===== config.mk =====
export PLATFORM = sky130hd
export DESIGN_NAME = sf48_gain_scheduler
export DESIGN_NICKNAME = d
export VERILOG_FILES = /design/src/rtl/sf48_gain_scheduler.sv
export SDC_FILE = /design/constraint.sdc
export NUM_CORES = 1
export LEC_CHECK = 0
export ABC_CLOCK_PERIOD_IN_PS = 3800
export CORE_ASPECT_RATIO = 1.2
export CORE_MARGIN = 2
export CORE_UTILIZATION = 25
export DETAILED_ROUTE_END_ITERATION = 12
export GPL_TIMING_DRIVEN = 0
export PLACE_DENSITY = 0.47
export SETUP_SLACK_MARGIN = 0.4
export SLEW_MARGIN = 20
export SYNTH_ARGS = -nofsm -noshare
export SYNTH_HDL_FRONTEND = slang
export SYNTH_SLANG_ARGS = --single-unit
export TNS_END_PERCENT = 30

===== constraint.sdc =====
create_clock -name clock -period 3.8 [get_ports clock]
set_input_delay 0.38 -clock clock [delete_from_list [all_inputs] [get_ports clock]]
set_output_delay 0.38 -clock clock [all_outputs]
set_load 0.03 [all_outputs]

===== src/rtl/sf48_gain_scheduler.sv =====
// ---------------------------------------------------------------------------
// sf48_gain_scheduler
//
// Time-shares one external sequential multiplier (18x5 signed, 23-bit
// product) between the L+R and L-R gain paths of the 48 kHz stereo FM front
// end. On each clken_48 the saturated sum/difference and both gains are
// latched. The L+R*Ks product is computed first and L-R*Kd second. Each
// product is arithmetically shifted right by SHIFT, saturated to 18 bits and
// presented with a one-cycle ready pulse.
//
// Ports:
//   clock, reset         system clock, synchronous active-high reset
//   clken_48             48 kHz sample strobe (one clock wide)
//   LEFT, RIGHT          signed 18-bit input samples
//   Ks, Kd               unsigned 4-bit gains for L+R and L-R
//   mult_start           one-clock start pulse to the shared multiplier
//   mult_A, mult_B       multiplier operands, held from start to capture
//   mult_ready, mult_R   multiplier ready level and signed 23-bit product
//   LI_in_LpR/LmR        scaled, saturated results to the interpolators
//   ready_out_LpR/LmR    one-cycle pulses marking a result update
//   busy                 high whenever the sequencer is not idle
//   overrun              sticky: a strobe arrived while busy and was dropped
//   timeout_err          sticky: the multiplier failed to handshake in time
// ---------------------------------------------------------------------------
module sf48_gain_scheduler #(
    parameter int SHIFT   = 3,
    parameter int TIMEOUT = 63
) (
    input  logic               clock,
    input  logic               reset,
    input  logic               clken_48,
    input  logic signed [17:0] LEFT,
    input  logic signed [17:0] RIGHT,
    input  logic        [3:0]  Ks,
    input  logic        [3:0]  Kd,
    output logic               mult_start,
    output logic signed [17:0] mult_A,
    output logic        [4:0]  mult_B,
    input  logic               mult_ready,
    input  logic signed [22:0] mult_R,
    output logic signed [17:0] LI_in_LpR,
    output logic signed [17:0] LI_in_LmR,
    output logic               ready_out_LpR,
    output logic               ready_out_LmR,
    output logic               busy,
    output logic               overrun,
    output logic               timeout_err
);

    typedef enum logic [2:0] {
        IDLE      = 3'd0,
        START_P   = 3'd1,
        WAIT_P_LO = 3'd2,
        WAIT_P_HI = 3'd3,
        START_M   = 3'd4,
        WAIT_M_LO = 3'd5,
        WAIT_M_HI = 3'd6
    } state_t;

    // Last counter value allowed while waiting; reaching it aborts.
    localparam logic [7:0] WAIT_LAST = 8'(TIMEOUT - 1);

    state_t             state_reg, state_next;
    logic        [7:0]  wait_cnt_reg;
    logic signed [17:0] lpr_reg, lmr_reg;
    logic        [3:0]  ks_reg, kd_reg;
    logic signed [17:0] li_lpr_reg, li_lmr_reg;
    logic               rdy_lpr_reg, rdy_lmr_reg;
    logic               overrun_reg, timeout_reg;

    // Sum/difference at 19 bits so neither can wrap before saturation.
    logic signed [18:0] sum_wide, diff_wide;
    assign sum_wide  = {LEFT[17], LEFT} + {RIGHT[17], RIGHT};
    assign diff_wide = {LEFT[17], LEFT} - {RIGHT[17], RIGHT};

    function automatic logic signed [17:0] sat19(input logic signed [18:0] v);
        // Overflow into bit 18 means the value left the 18-bit range;
        // bit 18 still carries the true sign.
        if (v[18] != v[17])
            return v[18] ? 18'sh20000 : 18'sh1FFFF;
        return v[17:0];
    endfunction

    function automatic logic signed [17:0] scale_sat(input logic signed [22:0] p);
        logic signed [22:0] s;
        s = p >>> SHIFT;  // floor toward -inf, no rounding
        if (s > 23'sd131071)
            return 18'sh1FFFF;
        if (s < -23'sd131072)
            return 18'sh20000;
        return s[17:0];
    endfunction

    // Handshake decode shared by the four wait states.
    logic in_wait, wait_done, wait_expired;
    always_comb begin
        in_wait   = 1'b0;
        wait_done = 1'b0;
        case (state_reg)
            WAIT_P_LO, WAIT_M_LO: begin
                in_wait   = 1'b1;
                wait_done = !mult_ready;
            end
            WAIT_P_HI, WAIT_M_HI: begin
                in_wait   = 1'b1;
                wait_done = mult_ready;
            end
            default: ;
        endcase
        wait_expired = in_wait && !wait_done && (wait_cnt_reg == WAIT_LAST);
    end

    logic capture_p, capture_m;
    assign capture_p = (state_reg == WAIT_P_HI) && mult_ready;
    assign capture_m = (state_reg == WAIT_M_HI) && mult_ready;

    // ---------------- state register ----------------
    always_ff @(posedge clock) begin
        if (reset)
            state_reg <= IDLE;
        else
            state_reg <= state_next;
    end

    // ---------------- next-state logic ----------------
    always_comb begin
        state_next = state_reg;
        case (state_reg)
            IDLE:      if (clken_48) state_next = START_P;
            START_P:   state_next = WAIT_P_LO;
            WAIT_P_LO: if (!mult_ready)     state_next = WAIT_P_HI;
                       else if (wait_expired) state_next = IDLE;
            WAIT_P_HI: if (mult_ready)      state_next = START_M;
                       else if (wait_expired) state_next = IDLE;
            START_M:   state_next = WAIT_M_LO;
            WAIT_M_LO: if (!mult_ready)     state_next = WAIT_M_HI;
                       else if (wait_expired) state_next = IDLE;
            WAIT_M_HI: if (mult_ready)      state_next = IDLE;
                       else if (wait_expired) state_next = IDLE;
            default:   state_next = IDLE;
        endcase
    end

    // ---------------- state-decoded outputs ----------------
    // Operands are decoded from state so they stay stable from START until
    // the capture cycle and fall back to zero when idle.
    always_comb begin
        mult_start = 1'b0;
        mult_A     = '0;
        mult_B     = '0;
        busy       = (state_reg != IDLE);
        case (state_reg)
            START_P: begin
                mult_start = 1'b1;
                mult_A     = lpr_reg;
                mult_B     = {1'b0, ks_reg};
            end
            WAIT_P_LO, WAIT_P_HI: begin
                mult_A = lpr_reg;
                mult_B = {1'b0, ks_reg};
            end
            START_M: begin
                mult_start = 1'b1;
                mult_A     = lmr_reg;
                mult_B     = {1'b0, kd_reg};
            end
            WAIT_M_LO, WAIT_M_HI: begin
                mult_A = lmr_reg;
                mult_B = {1'b0, kd_reg};
            end
            default: ;
        endcase
    end

    // ---------------- datapath and flags ----------------
    always_ff @(posedge clock) begin
        if (reset) begin
            wait_cnt_reg <= '0;
            lpr_reg      <= '0;
            lmr_reg      <= '0;
            ks_reg       <= '0;
            kd_reg       <= '0;
            li_lpr_reg   <= '0;
            li_lmr_reg   <= '0;
            rdy_lpr_reg  <= 1'b0;
            rdy_lmr_reg  <= 1'b0;
            overrun_reg  <= 1'b0;
            timeout_reg  <= 1'b0;
        end else begin
            // Counter restarts on every state change, so each wait state
            // gets its own full budget.
            if (state_next != state_reg)
                wait_cnt_reg <= '0;
            else if (in_wait)
                wait_cnt_reg <= wait_cnt_reg + 8'd1;

            if (state_reg == IDLE && clken_48) begin
                lpr_reg <= sat19(sum_wide);
                lmr_reg <= sat19(diff_wide);
                ks_reg  <= Ks;
                kd_reg  <= Kd;
            end

            // A strobe in any non-idle state, including the final capture
            // cycle, is dropped.
            if (state_reg != IDLE && clken_48)
                overrun_reg <= 1'b1;

            if (wait_expired)
                timeout_reg <= 1'b1;

            if (capture_p)
                li_lpr_reg <= scale_sat(mult_R);
            if (capture_m)
                li_lmr_reg <= scale_sat(mult_R);
            rdy_lpr_reg <= capture_p;
            rdy_lmr_reg <= capture_m;
        end
    end

    assign LI_in_LpR     = li_lpr_reg;
    assign LI_in_LmR     = li_lmr_reg;
    assign ready_out_LpR = rdy_lpr_reg;
    assign ready_out_LmR = rdy_lmr_reg;
    assign overrun       = overrun_reg;
    assign timeout_err   = timeout_reg;

endmodule


# Word level (Yosys, flattened, before mapping)
# Index checks and enable logic that the tools add are counted.
# op_classes
add_sub_neg	3
multipliers	0
div	0
magnitude_cmp	2
eq_ne	10
shift	0
n_mux	42
n_bitwise	0
n_reduce_logical	17
# op_table
cell	count
$mux W18	12
$pmux W18 S2	1
$pmux W3 S7	1
$gt A20 B18 Y1 const B	1
$lt A20 B18 Y1 const B	1
$mux W1	20
$add A18 B18 Y19	1
$sub A18 B18 Y19	1
$mux W3	6
$eq A3 B3 Y1 const B	3
$add A8 B1 Y8 const B	1
$eq A8 B6 Y1 const B	1
$pmux W4 S2	1
$reduce_or A2 Y1	4
$eq A3 B2 Y1 const B	2
$logic_and A1 B1 Y1	6
$reduce_or A3 Y1	2
$reduce_or A4 Y1	1
$eq A3 B1 Y1 const B	1
$logic_not A3 Y1	1
$ne A3 B3 Y1	1
$reduce_bool A3 Y1	1
$logic_not A1 Y1	2
$ne A1 B1 Y1	2
$pmux W1 S2	1
# totals
register_bits	95
latch_bits	0
mem_bits_rw	0
mem_bits_ro	0
inputBits	71
out_inout_bits	65
n_memories	0

# Depth between registers and ports, before layout
# Gate-level depths: netlist (run 1).
# depth
depth_word	11
mapped_depth	13

# Worst setup path after synthesis (run 1)
# No wires, ideal clock.
# synth_timing
kind	in2reg
start	input LEFT[0]
end	register lpr_reg[15]
setup_time_ns	0.081
arrival_time_ns	2.907
t_required_ns	3.719
path_slack_ns	0.812
cell_stages	13
cell_sequence	ha_1 inv_1 fa_1 nor2_1 o311a_1 nand4_1 nand3_1 a21boi_1 a2111oi_1 o21ai_2 buf_2 maj3_2 a211oi_2
# synth_via
elab_chain_len	6
# synth_rtl
item	line_no	rtl
start: declaration	32	input logic signed [17:0] LEFT,
$add A18 B18 Y19 (*)	73	assign sum_wide = {LEFT[17], LEFT} + {RIGHT[17], RIGHT};
$ne A1 B1 Y1	79	if (v[18] != v[17])
$mux W1	79	
$mux W1	197	if (state_reg == IDLE && clken_48) begin
$mux W1	177	if (reset) begin
$mux W18 (*)	81	return v[17:0];
end signal: assignment	198	lpr_reg <= sat19(sum_wide);
end: declaration	65	logic signed [17:0] lpr_reg, lmr_reg;
# Every way passes the cells marked *; elsewhere a longest branch is shown, timed or not. The select of a mux whose other input is x is not followed.
# A chain may end at the register's enable or synchronous reset.

# Worst setup path in the final report (run 1)
# layout_timing
start	input RIGHT[0]
end	register lpr_reg[10]
# layout_via
elab_chain_len	6
# layout_rtl
item	line_no	rtl
start: declaration	33	input logic signed [17:0] RIGHT,
$add A18 B18 Y19 (*)	73	
$ne A1 B1 Y1	79	
$mux W1	79	
$mux W1	197	
$mux W1	177	
$mux W18 (*)	81	
# Marks and branches as above.

==> results of run 1 <==
[report_power, final]
part           internal (mW)  switching, mW
registers               1.09         0.0484
clock network          0.465          0.442
logic                  0.501          0.699
[per-stage QoR]
| stage | area (um2) | instances |
|---|---|---|
| after global placement | 7760 | 1237 |
| after floorplan | 6070 | 788 |
| after CTS | 8200 | 1259 |
| after detailed placement | 7760 | 1237 |
| after global routing | 8330 | 1264 |
| final | 8330 | 1264 |
[worst max-delay path by stage]
| stage | from | end | slack [ps] |
|---|---|---|---|
| 3_3_place_gp | RIGHT[0] | lpr_reg[16]$_SDFFE_PP0P_ | -390 |
| 5_1_grt | RIGHT[0] | lpr_reg[8]$_SDFFE_PP0P_ | 320 |
| 4_1_cts | state_reg[2]$_SDFF_PP0_ | mult_A[7] | 300 |
| 2_1_floorplan | LEFT[0] | lpr_reg[15]$_SDFFE_PP0P_ | 810 |
| 3_5_place_dp | LEFT[0] | lpr_reg[16]$_SDFFE_PP0P_ | -400 |
| 6_report | RIGHT[0] | lpr_reg[10]$_SDFFE_PP0P_ | 480 |
[final cells by class]
| cell class | count | share of cell area, % |
|---|---|---|
| buffer | 56 | 3.08 |
| clock buffer | 9 | 2.70 |
| clock inverter | 7 | 0.887 |
| inverter | 37 | 1.67 |
| multi-input combinational | 600 | 47.4 |
| sequential | 95 | 22.8 |
| tap | 320 | 4.81 |
| timing repair buffer | 140 | 16.6 |
[per-layer routing]
layer | global-route usage [%] | vias up | share of wire (%)
met1 | 19.2 | 2738 | 45
li1 | - | 3024 | -
met2 | 27.3 | 140 | 50
met5 | 0 | - | 0
met4 | 3.76 | 0 | 1.1
met3 | 2.06 | 11 | 3.7
[what timing repair did]
| item | in CTS | in global routing |
|---|---|---|
| hold buffers | 0 | 0 |
| resized for setup | 16 | 29 |
| gates cloned | 0 | 0 |
| pin swaps | 8 | 11 |
| setup endpoints to repair | 56 | 55 |
| setup buffers | 6 | 5 |
[worst min-delay path: cells and delay by family, from the launching register on]
kind	cells	cell delay, ps
AO/OA/AOI/OAI	1	50
flip-flops	1	310
AND/OR/NAND/NOR	1	50
[logic make-up after synthesis]
group	after synthesis	synth area share, %
AOI/OAI and AO/OA	224	24.8
buffers and inverters	93	6.14
muxes	3	0.495
DFF	95	31.3
other	1	0.0618
adders and majority gates	57	11.5
and+or+nand+nor	277	20.1
xor gates and xnor gates	38	5.61
[placed cells by master, fill, tap and decap left out, drive strengths merged, types with 5 or more instances in the layout]
master           n
nor2           167
clkdlybuf4s50  128
dfxtp           95
a21oi           80
clkbuf          53
o21ai           43
nand2           40
inv             40
ha              38
xnor2           27
buf             23
a22o            22
a211oi          21
maj3            17
a31oi           13
nor3b           12
nor3            12
xor2            11
nor2b            9
nand3            9
a21o             6
and3             6
nand2b           5
nand4            5
o22ai            5
o21bai           5
==> flow_summary_export.csv, run 1 <==
group,metric,value,unit
status,outcome,"complete, no violations",
synth,yosys_warnings,0,
placed_design,dp.final_hpwl,15000,um
cells_and_area,final_layout_size_suffix_gt1_share,10.1,%
global_routing,first_global_vias,5757,
route,avgRoutedWirePerCell,15.5,um
route,num_vias,5913,
synth,synth_most_common_cell,"nor2_1",
critical_path,cp.required,4070,ps
critical_path,cpPeakStageDelay,480,ps
die,core-area,23900,um2
cells_and_area,fin_nets,1050,
synth,syn_nets,899,
sta,max_freq,301,MHz
synth,synthArstFlopShare,0,%
placed_design,portBuffers,129,
critical_path,r2r-end,"wait_cnt_reg[1]$_SDFFE_PP0P_",
worst_hold_path,worstHoldEndpoint,"kd_reg[3]$_SDFFE_PP0P_",
synth,synth_commonest_cells,"nor2_1, dfxtp_1, a21oi_1",
global_routing,grt_first_pass_wirelength,31100,um
die,start_util,25.4,%
clock_network,clk_pin_slew_worst_paths,70,ps
power_and_ir_drop,total_power,3.25,mW
critical_path,r2r_setup_slack,1080,ps
synth,ys_top_cells_by_area,"dfxtp_1, nor2_1, ha_1",
critical_path,reg2reg_from,"state_reg[0]$_SDFF_PP0_",
power_and_ir_drop,power_leakage,3.21,nW
clock_network,cts_max_level,3,
critical_path,path_class,"in2reg",
cells_and_area,area_delta_synth_final,37.2,%
critical_path,cp_top_family,"compound AO/OA/AOI/OAI gates",
clock_network,cts_sinks,95,
sta,drv_slew,0,
critical_path,cp_num_buf_inv,3,
sta,timing.hold.ws,459,ps
cells_and_area,finish.utilization,34.9,%
synth,synthesis.area,6070,um2
die,die_height,175,um
synth,seq_area_frac_synth,31.3,%
power_and_ir_drop,power_density,390,nW/um2
clock_network,root_buffer,"clkbuf_16",
route,drtAntennaViolNets,0,
sta,slew_headroom,46.2,%
worst_hold_path,hold_path_class,"reg2reg",
critical_path,path_cells,"clkdlybuf4s50_1 > ha_2 > inv_1 > fa_2 > nor2_4 > o311a_1 > nand4_1 > nand3_2 > a21boi_4 > a2111oi_4 > o21ai_4 > buf_4 > maj3_1 > a211oi_2",
critical_path,cp-end-kind,"flip-flop",
flow_run,cap_violations,0,
sta,fin_crit_sh,87.3,%
critical_path,r2r_cells,9,
cells_and_area,multi_input_area,3950,um2
route,drtIter0Drc,397,
global_routing,grt_max_degree,20,
route,wirelength,19600,um
sta,finalSetupTns,0,ps
sta,min_period,3320,ps
critical_path,slowest_stage,"clkdlybuf4s50_1",
sta,setup_slack,482,ps
critical_path,path_depth,14,
synth,synth_cell_types,67,
sta,finalHoldViolations,0,
sta,clock_skew,8.03,ps
placed_design,place_congestion,0.799,
sta,setup_viol,0,
global_routing,grt_overflow_total,0,
synth,postSynthAreaPerCell,7.70,um2
global_routing,grtUsageTotal,15.2,%
sta,rsz0062_at_grt,"true",
cells_and_area,seqCellArea,1900,um2
clock_network,cts_tree,"yes",
critical_path,start_kind,"input port",
clock_network,cts_buffer_depth,2,
die,ios,136,
synth,syn-instance-count,788,
synth,synth_top_area_cell,"dfxtp_1",
placed_design,pre_cts_ws,-403,ps
die,dieArea,25500,um2
sta,tightest_slew,807,ps
clock_network,numCtsBuffers,9,
route,viasPerCell,4.68,
synth,ys_seq_elements,95,
critical_path,cp_max_fo,5,
route,drc,0,
critical_path,critPathArrivalTime,3590,ps
synth,synth_ff_type,"dfxtp_1",
die,fp-row-count,62,
die,die_x,146,um
synth,synth_top_area_share,31.3,%
cells_and_area,n_antenna_cell,0,
worst_hold_path,hold_depth,2,
cells_and_area,fillerInstances,2599,
power_and_ir_drop,vdd_ir_drop_max,182,uV
worst_hold_path,worstHoldStart,"kd_reg[3]$_SDFFE_PP0P_",
clock_network,insertion_delay,350,ps
synth,synth_edf_count,0,
global_routing,antenna_found_initial,0,
route,first_pass_iters,4,
No activity file was read; power rests on OpenSTA's default activity.
==> inputs of run 2 (changes only) <==
CORE_MARGIN = default   (was 2)
SLEW_MARGIN = default   (was 20)
==> run 2 against run 1 <==
  * The run now ends with design-rule violations left
  * Routed wire length up 0.86%
  * Cell area up 0.80%
  * Global-route usage rose by 0.82 points
  * Clock power rose by 12%
  * Worst hold slack worse by 0.60 ps
  * Critical path type unchanged
  * Largest cell class unchanged
  * Largest power group unchanged
==> flow_summary_export.csv, run 2 (synthesis gave the netlist of run 1 again) <==
group,metric,value,unit
power_and_ir_drop,p_int,2.20,mW
critical_path,cp-end-kind,"flip-flop",
clock_network,insertion_delay,350,ps
sta,slew_headroom,46.8,%
clock_network,clk_pin_slew_worst_paths,70,ps
global_routing,grtUsageTotal,16.0,%
sta,finalHoldViolations,0,
cells_and_area,fillerInstances,2632,
route,first_pass_iters,8,
global_routing,first_global_vias,5850,
power_and_ir_drop,p_sw_share,34.9,%
critical_path,crit_path_end,"lpr_reg[7]$_SDFFE_PP0P_",
sta,setup_viol,0,
route,viasPerCell,4.66,
power_and_ir_drop,total_power,3.37,mW
placed_design,place_inst,1237,
power_and_ir_drop,clockPowerShare,30.2,%
placed_design,post_dp_cell_area,7760,um2
sta,min_period,3330,ps
power_and_ir_drop,share_comb_of_total_power,36.0,%
sta,setup_slack,467,ps
die,dieArea,24900,um2
global_routing,grt_first_pass_wirelength,31000,um
cells_and_area,final_area,8390,um2
die,core-area,23900,um2
cells_and_area,final_cell_mix,"nor2_1, clkdlybuf4s50_1, dfxtp_1, a21oi_1, nand2_1",
die,fp-row-count,62,
sta,finalSetupTns,0,ps
die,die_height,173,um
route,drtAntennaViolNets,0,
critical_path,path_class,"in2reg",
critical_path,cp_max_fo,8,
critical_path,r2r_setup_slack,1120,ps
sta,rsz0062_at_grt,"true",
power_and_ir_drop,vdd_ir_drop_max,180,uV
power_and_ir_drop,seqPwrFrac,33.8,%
global_routing,met2_usage,28.3,%
flow_run,cap_violations,0,
power_and_ir_drop,power_density,402,nW/um2
status,violations,"design-rule violations",
route,drc,1,
critical_path,r2r-end,"wait_cnt_reg[0]$_SDFFE_PP0P_",
route,drtIter0Drc,257,
global_routing,grt-busiest-layer,"met2",
clock_network,root_buffer,"clkbuf_16",
sta,drv_slew,0,
critical_path,cp-startpoint,"LEFT[0]",
worst_hold_path,hold_path_class,"reg2reg",
route,num_vias,5885,
critical_path,r2r_cells,9,
global_routing,antenna_found_initial,0,
clock_network,cts_buffer_depth,2,
global_routing,grtUsageMet3,1.94,%
critical_path,reg2reg_from,"state_reg[0]$_SDFF_PP0_",
critical_path,start_kind,"input port",
die,ios,136,
placed_design,pre_cts_ws,-355,ps
route,avgRoutedWirePerCell,15.6,um
sta,clock_skew,9.06,ps
placed_design,place_congestion,0.808,
placed_design,dp.final_hpwl,14900,um
cells_and_area,n_antenna_cell,0,
power_and_ir_drop,switchingPower,1.18,mW
cells_and_area,fin_nets,1050,
die,start_util,25.4,%
global_routing,grt_max_degree,17,
route,wirelength,19800,um
cells_and_area,layout_commonest_cell,"nor2_1",
global_routing,grt_use_met1,20.2,%
cells_and_area,final_layout_size_suffix_gt1_share,10.3,%
clock_network,cts_max_level,3,
critical_path,critPathArrivalTime,3600,ps
die,die_x,144,um
global_routing,grt_overflow_total,0,
sta,max_freq,300,MHz
cells_and_area,area_delta_synth_final,38.3,%
status,outcome,"complete, but fails checks",
sta,tightest_slew,798,ps
power_and_ir_drop,power_leakage,3.25,nW
clock_network,cts_tree,"yes",
clock_network,cts_sinks,95,
cells_and_area,instances_no_fill,1264,
sta,fin_crit_sh,87.7,%
critical_path,cp.required,4060,ps
placed_design,portBuffers,129,
clock_network,numCtsBuffers,9,
==> run 2: cell type report <==
cell class / instances / area, um2 / area share [%]
buffer: 56 / 263 / 3.13
multi-input combinational: 600 / 3960 / 47.2
sequential: 95 / 1900 / 22.7
tap: 320 / 400 / 4.77
clock buffer: 10 / 239 / 2.85
inverter: 37 / 139 / 1.65
timing repair buffer: 140 / 1390 / 16.6
clock inverter: 6 / 93.8 / 1.12
==> run 2: worst max-delay path: stages <==
cell and delay (ps):
clkdlybuf4s50_1 490, ha_2 190, inv_1 50, fa_2 370
nor2_4 130, o311a_1 220, nand4_1 130, nand3_2 150
a21boi_4 100, a2111oi_4 460, o21ai_4 190, buf_4 180
maj3_1 340, a211oi_1 220
==> run 2: metal layers <==
metal | vias to the layer above | share of wire, %
met5 | - | 0
met4 | 0 | 1.3
met3 | 16 | 3.6
met2 | 140 | 50
met1 | 2711 | 45
li1 | 3018 | -
==> run 2: timing repair <==
item	4_1_cts	5_1_grt
resized for setup	18	34
hold buffers	0	0
setup endpoints to repair	56	55
pin swaps	8	11
buffers inserted	3	6
cloned	1	1
==> run 2: power groups by stage <==
stage / sequential [mW] / combinational, mW / clock, mW
finish: 1.14 / 1.21 / 1.02
global route: 1.15 / 1.33 / 1.08
CTS: 1.14 / 1.17 / 1.04
detailed placement: 1.16 / 1.13 / 0
global placement: 1.16 / 1.13 / 0
floorplan: 1.16 / 0.750 / 0
==> run 2: worst min path at each step <==
stage,start,end,slack (ps),cells after the start
floorplan,lmr_reg[0]$_SDFFE_PP0P_,lmr_reg[0]$_SDFFE_PP0P_,430,2
CTS,ks_reg[1]$_SDFFE_PP0P_,ks_reg[1]$_SDFFE_PP0P_,460,2
global placement,kd_reg[0]$_SDFFE_PP0P_,kd_reg[0]$_SDFFE_PP0P_,450,2
global route,ks_reg[3]$_SDFFE_PP0P_,ks_reg[3]$_SDFFE_PP0P_,480,2
detailed placement,ks_reg[1]$_SDFFE_PP0P_,ks_reg[1]$_SDFFE_PP0P_,450,2
finish,ks_reg[1]$_SDFFE_PP0P_,ks_reg[1]$_SDFFE_PP0P_,460,2
==> run 2: metrics by stage <==
step	hold slack (ps)	utilization (%)
global placement	447	32.5
finish	458	35.1
CTS	460	34.3
floorplan	433	-
detailed placement	451	32.5
global route	477	35.1
